<file path="src/rtl/pipe_pkg.sv">
// Shared constants and scoreboard entry type for the pipeline hazard controller.
package pipe_pkg;

  localparam int SB_AW = 8;
  localparam int SB_SW = 4;

  localparam int STAGE_E  = 1;
  localparam int STAGE_M  = 2;
  localparam int LAT_ALU  = 1;
  localparam int LAT_LOAD = 2;
  localparam int FWD_RF   = 0;

  typedef struct packed {
    logic             valid;
    logic             wr_en;
    logic [SB_AW-1:0] dst;
    logic [SB_SW-1:0] lat;
  } sb_entry_t;

endpackage

</file>
<file path="src/rtl/pipe_hazard_ctrl_match.sv">
// Priority finder: youngest scoreboard stage writing a given register.
module hazard_match
  import pipe_pkg::*;
#(
  parameter int DEPTH = 3
) (
  input  sb_entry_t [DEPTH:1] sb,
  input  logic [SB_AW-1:0]    addr,
  output logic                found,
  output logic [SB_SW-1:0]    stage,
  output logic [SB_SW-1:0]    lat
);

  // Scan oldest to youngest so the youngest hit is the one that sticks.
  always_comb begin
    found = 1'b0;
    stage = '0;
    lat   = '0;
    if (addr != '0) begin
      for (int k = DEPTH; k >= 1; k--) begin
        if (sb[k].valid && sb[k].wr_en && sb[k].dst == addr) begin
          found = 1'b1;
          stage = SB_SW'(k);
          lat   = sb[k].lat;
        end
      end
    end
  end

endmodule

</file>
<file path="src/rtl/pipe_hazard_ctrl.sv">
// Hazard/interlock controller: scoreboard of in-flight writers, stall/flush
// generation and forwarding selects for D-stage branches and E-stage operands.
module pipe_hazard_ctrl
  import pipe_pkg::*;
#(
  parameter int DEPTH = 3,
  parameter int AW    = 5,
  parameter int SW    = $clog2(DEPTH + 1)
) (
  input  logic          clk,
  input  logic          rst,
  input  logic          id_valid,
  input  logic [AW-1:0] id_rs,
  input  logic [AW-1:0] id_rt,
  input  logic          id_use_rs,
  input  logic          id_use_rt,
  input  logic          id_branch,
  input  logic          id_wr_en,
  input  logic [AW-1:0] id_dst,
  input  logic [SW-1:0] id_lat,
  input  logic          id_redirect,
  input  logic          ex_busy,
  output logic          stall_f,
  output logic          stall_d,
  output logic          flush_d,
  output logic          stall_e,
  output logic          flush_e,
  output logic          flush_m,
  output logic [SW-1:0] fwd_a_d,
  output logic [SW-1:0] fwd_b_d,
  output logic [SW-1:0] fwd_a_e,
  output logic [SW-1:0] fwd_b_e
);

  sb_entry_t [DEPTH:1] sb_q;
  sb_entry_t [DEPTH:1] sb_e;
  logic [SB_AW-1:0]    rs_e_q, rt_e_q;
  logic [SB_AW-1:0]    rs_d, rt_d;
  logic [SB_SW-1:0]    lat_raw, lat_n;
  sb_entry_t           d_entry;

  logic                a_d_found, b_d_found, a_e_found, b_e_found;
  logic [SB_SW-1:0]    a_d_k, b_d_k, a_e_k, b_e_k;
  logic [SB_SW-1:0]    a_d_lat, b_d_lat, a_e_lat, b_e_lat;
  logic                stall_a, stall_b, hz;

  assign rs_d    = id_use_rs ? SB_AW'(id_rs) : '0;
  assign rt_d    = id_use_rt ? SB_AW'(id_rt) : '0;
  assign lat_raw = SB_SW'(id_lat);

  always_comb begin
    lat_n = lat_raw;
    if (lat_raw == '0)
      lat_n = SB_SW'(LAT_ALU);
    else if (lat_raw >= SB_SW'(DEPTH))
      lat_n = SB_SW'(DEPTH - 1);
  end

  assign d_entry = '{valid: 1'b1, wr_en: id_wr_en, dst: SB_AW'(id_dst), lat: lat_n};

  // The E instruction must not match against itself.
  always_comb begin
    sb_e          = sb_q;
    sb_e[STAGE_E] = '0;
  end

  hazard_match #(.DEPTH(DEPTH)) u_match_a_d (
    .sb(sb_q), .addr(rs_d), .found(a_d_found), .stage(a_d_k), .lat(a_d_lat));
  hazard_match #(.DEPTH(DEPTH)) u_match_b_d (
    .sb(sb_q), .addr(rt_d), .found(b_d_found), .stage(b_d_k), .lat(b_d_lat));
  hazard_match #(.DEPTH(DEPTH)) u_match_a_e (
    .sb(sb_e), .addr(rs_e_q), .found(a_e_found), .stage(a_e_k), .lat(a_e_lat));
  hazard_match #(.DEPTH(DEPTH)) u_match_b_e (
    .sb(sb_e), .addr(rt_e_q), .found(b_e_found), .stage(b_e_k), .lat(b_e_lat));

  function automatic logic op_stall(input logic f, input logic [SB_SW-1:0] k,
                                    input logic [SB_SW-1:0] lat, input logic br);
    return f && (br ? (k <= lat) : (k < lat));
  endfunction

  // Branch compares can't take the W value: the register file already has it.
  function automatic logic [SB_SW-1:0] fwd_d_sel(input logic f, input logic [SB_SW-1:0] k,
                                                 input logic [SB_SW-1:0] lat);
    return (f && k >= SB_SW'(STAGE_M) && k <= SB_SW'(DEPTH - 1) && k > lat) ? k
                                                                            : SB_SW'(FWD_RF);
  endfunction

  function automatic logic [SB_SW-1:0] fwd_e_sel(input logic f, input logic [SB_SW-1:0] k,
                                                 input logic [SB_SW-1:0] lat);
    return (f && k > lat) ? k : SB_SW'(FWD_RF);
  endfunction

  assign stall_a = op_stall(a_d_found, a_d_k, a_d_lat, id_branch);
  assign stall_b = op_stall(b_d_found, b_d_k, b_d_lat, id_branch);
  assign hz      = id_valid & (stall_a | stall_b);

  always_comb begin
    stall_f = 1'b0;
    stall_d = 1'b0;
    flush_d = 1'b0;
    stall_e = 1'b0;
    flush_e = 1'b0;
    flush_m = 1'b0;
    fwd_a_d = '0;
    fwd_b_d = '0;
    fwd_a_e = '0;
    fwd_b_e = '0;
    if (!rst) begin
      fwd_a_d = SW'(fwd_d_sel(a_d_found, a_d_k, a_d_lat));
      fwd_b_d = SW'(fwd_d_sel(b_d_found, b_d_k, b_d_lat));
      fwd_a_e = SW'(fwd_e_sel(a_e_found, a_e_k, a_e_lat));
      fwd_b_e = SW'(fwd_e_sel(b_e_found, b_e_k, b_e_lat));
      if (ex_busy) begin
        stall_f = 1'b1;
        stall_d = 1'b1;
        stall_e = 1'b1;
        flush_m = 1'b1;
      end else if (hz) begin
        stall_f = 1'b1;
        stall_d = 1'b1;
        flush_e = 1'b1;
      end
      flush_d = id_redirect & ~stall_d;
    end
  end

  always_ff @(posedge clk) begin
    if (rst) begin
      sb_q   <= '0;
      rs_e_q <= '0;
      rt_e_q <= '0;
    end else if (ex_busy) begin
      sb_q[STAGE_M] <= '0;
      for (int k = 3; k <= DEPTH; k++)
        sb_q[k] <= sb_q[k-1];
    end else begin
      for (int k = 2; k <= DEPTH; k++)
        sb_q[k] <= sb_q[k-1];
      if (id_valid && !hz) begin
        sb_q[STAGE_E] <= d_entry;
        rs_e_q        <= rs_d;
        rt_e_q        <= rt_d;
      end else begin
        sb_q[STAGE_E] <= '0;
        rs_e_q        <= '0;
        rt_e_q        <= '0;
      end
    end
  end

endmodule

</file>
<file path="config.mk">
export PLATFORM = sky130hd
export DESIGN_NAME = pipe_hazard_ctrl
export DESIGN_NICKNAME = d
export VERILOG_FILES = /design/src/rtl/pipe_pkg.sv /design/src/rtl/pipe_hazard_ctrl_match.sv /design/src/rtl/pipe_hazard_ctrl.sv
export SDC_FILE = /design/constraint.sdc
export NUM_CORES = 1
export LEC_CHECK = 0
export CORE_MARGIN = 4
export CORE_UTILIZATION = 55
export DETAILED_ROUTE_END_ITERATION = 12
export GPL_ROUTABILITY_DRIVEN = 0
export PLACE_DENSITY = 0.89
export SLEW_MARGIN = 10
export SYNTH_ARGS = -nofsm -noshare
export SYNTH_HDL_FRONTEND = slang
export SYNTH_SLANG_ARGS = --single-unit
</file>
<file path="constraint.sdc">
create_clock -name clk -period 10.2 [get_ports clk]
set_input_delay 2.55 -clock clk [delete_from_list [all_inputs] [get_ports clk]]
set_output_delay 2.55 -clock clk [all_outputs]
set_load 0.01 [all_outputs]
</file>
# Word level (Yosys, flattened, before mapping)
# Index checks and enable logic that the tools add are counted.
[op_classes]
n_addsub = 0
n_mul = 0
n_div = 0
n_lt_le_gt_ge = 13
n_eq_ne = 10
n_shift = 0
n_mux = 69
n_bitwise = 4
n_reduce_logical = 31
[ops]
columns = ["op", "count"]
rows = [
  ["2-to-1 mux 4 bit", 14],
  ["== test 8 x 5 -> 1 bit", 6],
  ["2-to-1 mux 2 bit", 24],
  ["== test 8 bit", 4],
  ["nonzero test 8 bit", 4],
  ["2-to-1 mux 1 bit", 26],
  ["logical AND 1 bit", 24],
  ["2-to-1 mux 5 bit", 4],
  ["greater-than comparator 4 bit", 4],
  ["2-to-1 mux 14 bit", 1],
  ["greater-or-equal comparator 4 x 2 -> 1 bit (second input constant)", 2],
  ["<= comparator 4 x 2 -> 1 bit (second input constant)", 2],
  ["<= comparator 4 bit", 2],
  ["< comparator 4 bit", 2],
  ["zero test 4 bit", 1],
  ["AND 1 bit", 2],
  ["greater-or-equal comparator 2 bit (second input constant)", 1],
  ["OR reduction 2 bit", 1],
  ["zero test 1 bit", 1],
  ["inverter 1 bit", 1],
  ["OR 1 bit", 1],
]
[word_totals]
ff_bits = 58
latchBits = 0
ramBits = 0
mem_bits_ro = 0
in_bits = 26
output_inout_bits = 14
mem_count = 0

# Logic depth before layout (Yosys ltp)
[depth]
ltp_word = 18
mapped_depth = 17
depth_no_buf = 13

# Modules after synthesis
# A second synthesis with hierarchy kept.
[unflattened]
hier_cells = 470
area_unflattened_um2 = 3829.9
[by_module_without_submodules]
columns = ["module", "instances", "cells_each", "area_each_um2", "seq_area_each_um2"]
rows = [
  ["hazard_match", 4, 66, 486.7, 0.0],
  ["pipe_hazard_ctrl", 1, 206, 1883.1, 740.7],
]

# Worst setup path before layout
# No wires, ideal clock.
[synth_timing]
kind = "input port to output port"
startpoint = "in id_rt[4]"
endpoint = "out stall_f"
arrival_time_ps = 5525
required_ps = 7650
slack_ps = 2125
path_stages = 14
path_buffers = 2
path_cell_list = "clkbuf_1 nor4bb_1 a22oi_1 a22oi_1 nor2b_1 a221oi_1 a211o_1 ha_1 nor2b_1 o21a_1 nor4_1 nor2b_1 a41oi_1 buf_4"
[synth_between]
elab_chain_cells = 15
word_cells_on_any_way = 29
[synth_rtl]
columns = ["item", "line_no", "source"]
rows = [
  ["start: declaration", "pipe_hazard_ctrl.sv:14", "input logic [AW-1:0] id_rt,"],
  ["2-to-1 mux 5 bit (*)", "pipe_hazard_ctrl.sv:48", "assign rt_d = id_use_rt ? SB_AW'(id_rt) : '0;"],
  ["== test 8 x 5 -> 1 bit", "pipe_hazard_ctrl_match.sv:21", "if (sb[k].valid && sb[k].wr_en && sb[k].dst == addr) begin"],
  ["logical AND 1 bit", "pipe_hazard_ctrl_match.sv:21", ""],
  ["2-to-1 mux 2 bit or 2-to-1 mux 4 bit (tied branches) (3 in a row)", "pipe_hazard_ctrl_match.sv:21", ""],
  ["2-to-1 mux 2 bit or 2-to-1 mux 4 bit (tied branches)", "pipe_hazard_ctrl_match.sv:19", "if (addr != '0) begin"],
  ["< comparator 4 bit or <= comparator 4 bit (tied branches)", "pipe_hazard_ctrl.sv:78", "return f && (br ? (k <= lat) : (k < lat));"],
  ["2-to-1 mux 1 bit", "pipe_hazard_ctrl.sv:78", ""],
  ["logical AND 1 bit (*)", "pipe_hazard_ctrl.sv:78", ""],
  ["OR 1 bit (*)", "pipe_hazard_ctrl.sv:95", "assign hz = id_valid & (stall_a | stall_b);"],
  ["AND 1 bit (*)", "pipe_hazard_ctrl.sv:95", ""],
  ["2-to-1 mux 1 bit (*)", "pipe_hazard_ctrl.sv:118", "end else if (hz) begin"],
  ["2-to-1 mux 1 bit (*)", "pipe_hazard_ctrl.sv:113", "if (ex_busy) begin"],
  ["2-to-1 mux 1 bit (*)", "pipe_hazard_ctrl.sv:108", "if (!rst) begin"],
  ["end: declaration", "pipe_hazard_ctrl.sv:23", "output logic stall_f,"],
]
# Every way passes the cells marked *; elsewhere a longest branch is shown, timed or not.

# Worst setup path after layout
[layout_timing]
startpoint = "in id_use_rt"
endpoint = "out stall_d"
[layout_between]
elab_chain_cells = 16
word_cells_on_any_way = 30
[layout_rtl]
columns = ["item", "line_no", "source"]
rows = [
  ["start: declaration", "pipe_hazard_ctrl.sv:16", "input logic id_use_rt,"],
  ["2-to-1 mux 5 bit (*)", "pipe_hazard_ctrl.sv:48", ""],
  ["== test 8 x 5 -> 1 bit", "pipe_hazard_ctrl_match.sv:21", ""],
  ["logical AND 1 bit", "pipe_hazard_ctrl_match.sv:21", ""],
  ["2-to-1 mux 2 bit or 2-to-1 mux 4 bit (tied branches) (3 in a row)", "pipe_hazard_ctrl_match.sv:21", ""],
  ["2-to-1 mux 2 bit or 2-to-1 mux 4 bit (tied branches)", "pipe_hazard_ctrl_match.sv:19", ""],
  ["< comparator 4 bit or <= comparator 4 bit (tied branches)", "pipe_hazard_ctrl.sv:78", ""],
  ["2-to-1 mux 1 bit", "pipe_hazard_ctrl.sv:78", ""],
  ["logical AND 1 bit (*)", "pipe_hazard_ctrl.sv:78", ""],
  ["OR 1 bit (*)", "pipe_hazard_ctrl.sv:95", ""],
  ["AND 1 bit (*)", "pipe_hazard_ctrl.sv:95", ""],
  ["2-to-1 mux 1 bit (*)", "pipe_hazard_ctrl.sv:118", ""],
  ["2-to-1 mux 1 bit (*)", "pipe_hazard_ctrl.sv:113", ""],
  ["2-to-1 mux 1 bit (*) (2 in a row)", "pipe_hazard_ctrl.sv:108", ""],
  ["end: declaration", "pipe_hazard_ctrl.sv:24", "output logic stall_d,"],
]
# Every way passes the cells marked *; elsewhere a longest branch is shown, timed or not. The select of a mux whose other input is x is not followed.

==> impl_results.md <==
* Status: complete, no violations
* Largest net degree at the start of global routing at 27
* Unrepaired setup endpoints after global routing: no
* First-pass iteration count of the detailed router at 5
* Setup Skew at 0.00537 ns
* Aggregate global-route resource usage at 22.6%
* Combinational family with the most area after synthesis: compound AO/OA/AOI/OAI gates
* Max Clk Rate at 0.104 GHz
* CP required at 7.65 ns
* Worst skew pair latency at 0.30 ns
* Die Span X at 78.9 microns
* Area Overhead vs Synth at 13.8%
* Total gr overflow at 0
* Initial antenna violation count at 0
* Total power at 307 uW
* Worst hold path class: register to register
* XOR/XNOR share of the synthesized area at 9.82%
* Max-slew violations at 0
* Antenna diode instance count at 0
* Slowest-stage cell, CP: clkdlybuf4s50_1
* Clk buf depth at 2
* Synth Area in Adders at 3.62%
* I/O pin cnt at 40
* Core area at 4790 sq um
* Worst rel slew slack at 45.3%
* CTS sink cnt at 37
* PortBufs at 36
* Vias in the first global route at 2432
* Post-CTS Setup Bufs at 0
* Ratio of cells with drive above 1 in the final layout at 5.13%
* Vias at 2551
* Hpwl dp at 5210 microns
* Detailed Route Iter0 Violations at 188
* Power per Cell Area at 97.4 nW/um^2
* Final core occ at 65.8%
* DRC Markers at 0
* Buffers & Inverters on Critical Path at 2
* Crit end category: primary output
* Max incr delay on CP at 1.00 ns
* First-pass GRT wire length at 11200 microns
* # H-tree levels at 2
* Flops & latches, synth at 37
* Critical Path Start Type: input port
* EDFF count, synth at 0
* Post-synthesis compound-gate area fraction at 26.3%
* Crit path max-delay family: compound AO/OA/AOI/OAI gates
* Setup TNS at 0 ns
* CTS Root Cell: clkbuf_8
* Starting density of the core at 57.8%
* Wire per inst at 16.0 microns
* CP max FO at 26
* CP Class: input port to primary output
* Hold_buf cts at 0
* Static Leak at 1.10 nW
* Share of the yosys chip area belonging to registers at 26.8%
* Die height at 78.9 microns
* Critical path arrival at 7.06 ns
* Setup violators final at 0
* CTS tree: built
* Maximum VDD drop at 0.0803 mV
* Hold Fails Final Rpt at 0
* Footprint of the multi-input gates at 1820 sq um
* Ys async rst share at 0%
* Cells along the critical path: clkdlybuf4s50_1 > o21ai_0 > a22oi_1 > a211oi_1 > a211oi_1 > a221oi_1 > a211o_1 > ha_1 > nor2b_1 > o21a_1 > nor4_1 > nor2b_1 > a41oi_1 > clkdlybuf4s50_1
* CTS clk-pin slew, worst paths at 0.07 ns
* Min cycle time layout at 9.61 ns
* Cell count after synthesis at 336
* Period utilization at 94.2%
* FP Rows at 25
* Full die area at 6230 sq um
* Synth Area per Inst at 8.23 sq um
* Mapped cell area at 2770 sq um
* Fill count at 393
* Seq. cell area at 741 sq um
* Max Cap Violations at 0
* Yosys cell types at 63
* Layout net count at 384
* Slew @ Worst Pin at 0.818 ns
* Main synth FF type: dfxtp_1
* Simple logic cell fraction of the synthesized area at 25.9%
* Avg Vias per Cell at 6.10
* Post_cts resized at 0
* ANT nets after route at 0
* Cts bufs inserted at 5
* Hold_ws at 0.491 ns
* Post-synthesis mux area share at 0%
* Yosys warnings at 0
* Final WL at 6700 microns
-- report_power, final --
group / internal [mW] / switching (mW)
combinational: 0.0246 / 0.0263
clock: 0.0481 / 0.0548
sequential: 0.148 / 0.00517
total: 0.220 / 0.0863
-- kinds of logic after synthesis --
logic type / after synthesis
simple gates: 125
flops: 37
buf+inv: 42
xor+xnor: 31
compound gates: 92
fa+ha+maj: 8
other cells: 1
-- layout by cell type, fill, tap and decap left out, drive strengths merged, types with 4 or more instances in the layout --
cell type / n
a21oi: 8
a221oi: 4
a22o: 11
a22oi: 9
a32o: 10
and2: 13
clkbuf: 6
clkdlybuf4s50: 36
dfxtp: 37
ha: 8
inv: 10
nand2: 18
nand3: 6
nand4: 10
nor2: 26
nor2b: 19
nor3: 6
nor4: 5
nor4bb: 8
o21ai: 14
xnor2: 23
xor2: 8
-- through the flow --
| stage | instances | setup WS (ns) | instance area (sq um) |
|---|---|---|---|
| finish | 418 | 0.589 | 3150 |
| floorplan | 337 | 2.12 | 2770 |
| global route | 418 | 0.237 | 3150 |
| detailed placement | 410 | 0.637 | 3060 |
| CTS | 418 | 0.614 | 3150 |
| global placement | 410 | 0.709 | 3060 |
-- layout make-up --
| type | count | area share (%) |
|---|---|---|
| Timing Repair Buffer | 38 | 11.9 |
| Inverter | 10 | 1.19 |
| Clock inverter | 2 | 0.477 |
| Tap cell | 67 | 2.66 |
| Clock buffer | 6 | 2.31 |
| Sequential cell | 37 | 23.5 |
| Multi-Input combinational cell | 258 | 57.9 |
-- synth_stat cells, types with 2 or more instances --
| library cell | instances | area (sq um) |
|---|---|---|
| nor3_1 | 6 | 30.0 |
| or4_1 | 3 | 22.5 |
| o21a_1 | 2 | 15.0 |
| nor4_1 | 5 | 31.3 |
| or2_2 | 2 | 12.5 |
| a22oi_1 | 9 | 67.6 |
| dfxtp_1 | 37 | 741 |
| and2_1 | 13 | 81.3 |
| o21ai_0 | 12 | 60.1 |
| a21boi_0 | 2 | 15.0 |
| ha_1 | 8 | 100 |
| a21oi_1 | 8 | 40.0 |
| a22o_1 | 11 | 96.3 |
| inv_1 | 10 | 37.5 |
| xnor2_1 | 23 | 201 |
| nor4bb_1 | 8 | 80.1 |
| nand3_1 | 6 | 30.0 |
| a221oi_1 | 4 | 35.0 |
| nand2_1 | 17 | 63.8 |
| nor2_1 | 26 | 97.6 |
| a31oi_1 | 3 | 18.8 |
| buf_2 | 11 | 55.1 |
| a21o_1 | 3 | 22.5 |
| a211o_1 | 2 | 17.5 |
| nand4_1 | 10 | 62.6 |
| buf_4 | 4 | 30.0 |
| clkbuf_1 | 15 | 56.3 |
| a211oi_1 | 3 | 22.5 |
| nor2b_1 | 19 | 119 |
| a32o_1 | 10 | 100 |
| o21bai_1 | 3 | 22.5 |
| xor2_1 | 8 | 70.1 |
| o211ai_1 | 3 | 22.5 |
-- path summary, 6_finish.rpt --
kind / startpoint / to / slack, ns / cells past startpoint
worst max register to register: sb_e[20] / rt_e_q[1] / 5.90 / 13
worst max-delay path: id_use_rt / stall_d / 0.59 / 14
worst min register to register: sb_e[27] / sb_e[41] / 0.49 / 1
worst min-delay path: sb_e[27] / sb_e[41] / 0.49 / 1
-- sequential cells by signal, summed over array words and instances (netlist names) --
register	count
sb_q	9
rs_e_q	5
sb_e	18
rt_e_q	5
-- layer usage --
metal / share of wire, % / global-route usage [%] / routed length, microns / up-vias
met1: 43 / 27.3 / 2850 / 1199
li1: - / - / - / 1263
met3: 6.4 / 4.65 / 432 / 13
met2: 49 / 40.4 / 3310 / 76
met4: 1.5 / 6.19 / 102 / 0
met5: 0 / 0 / 0 / -
Note: power is estimated with default switching activity, not from simulation.
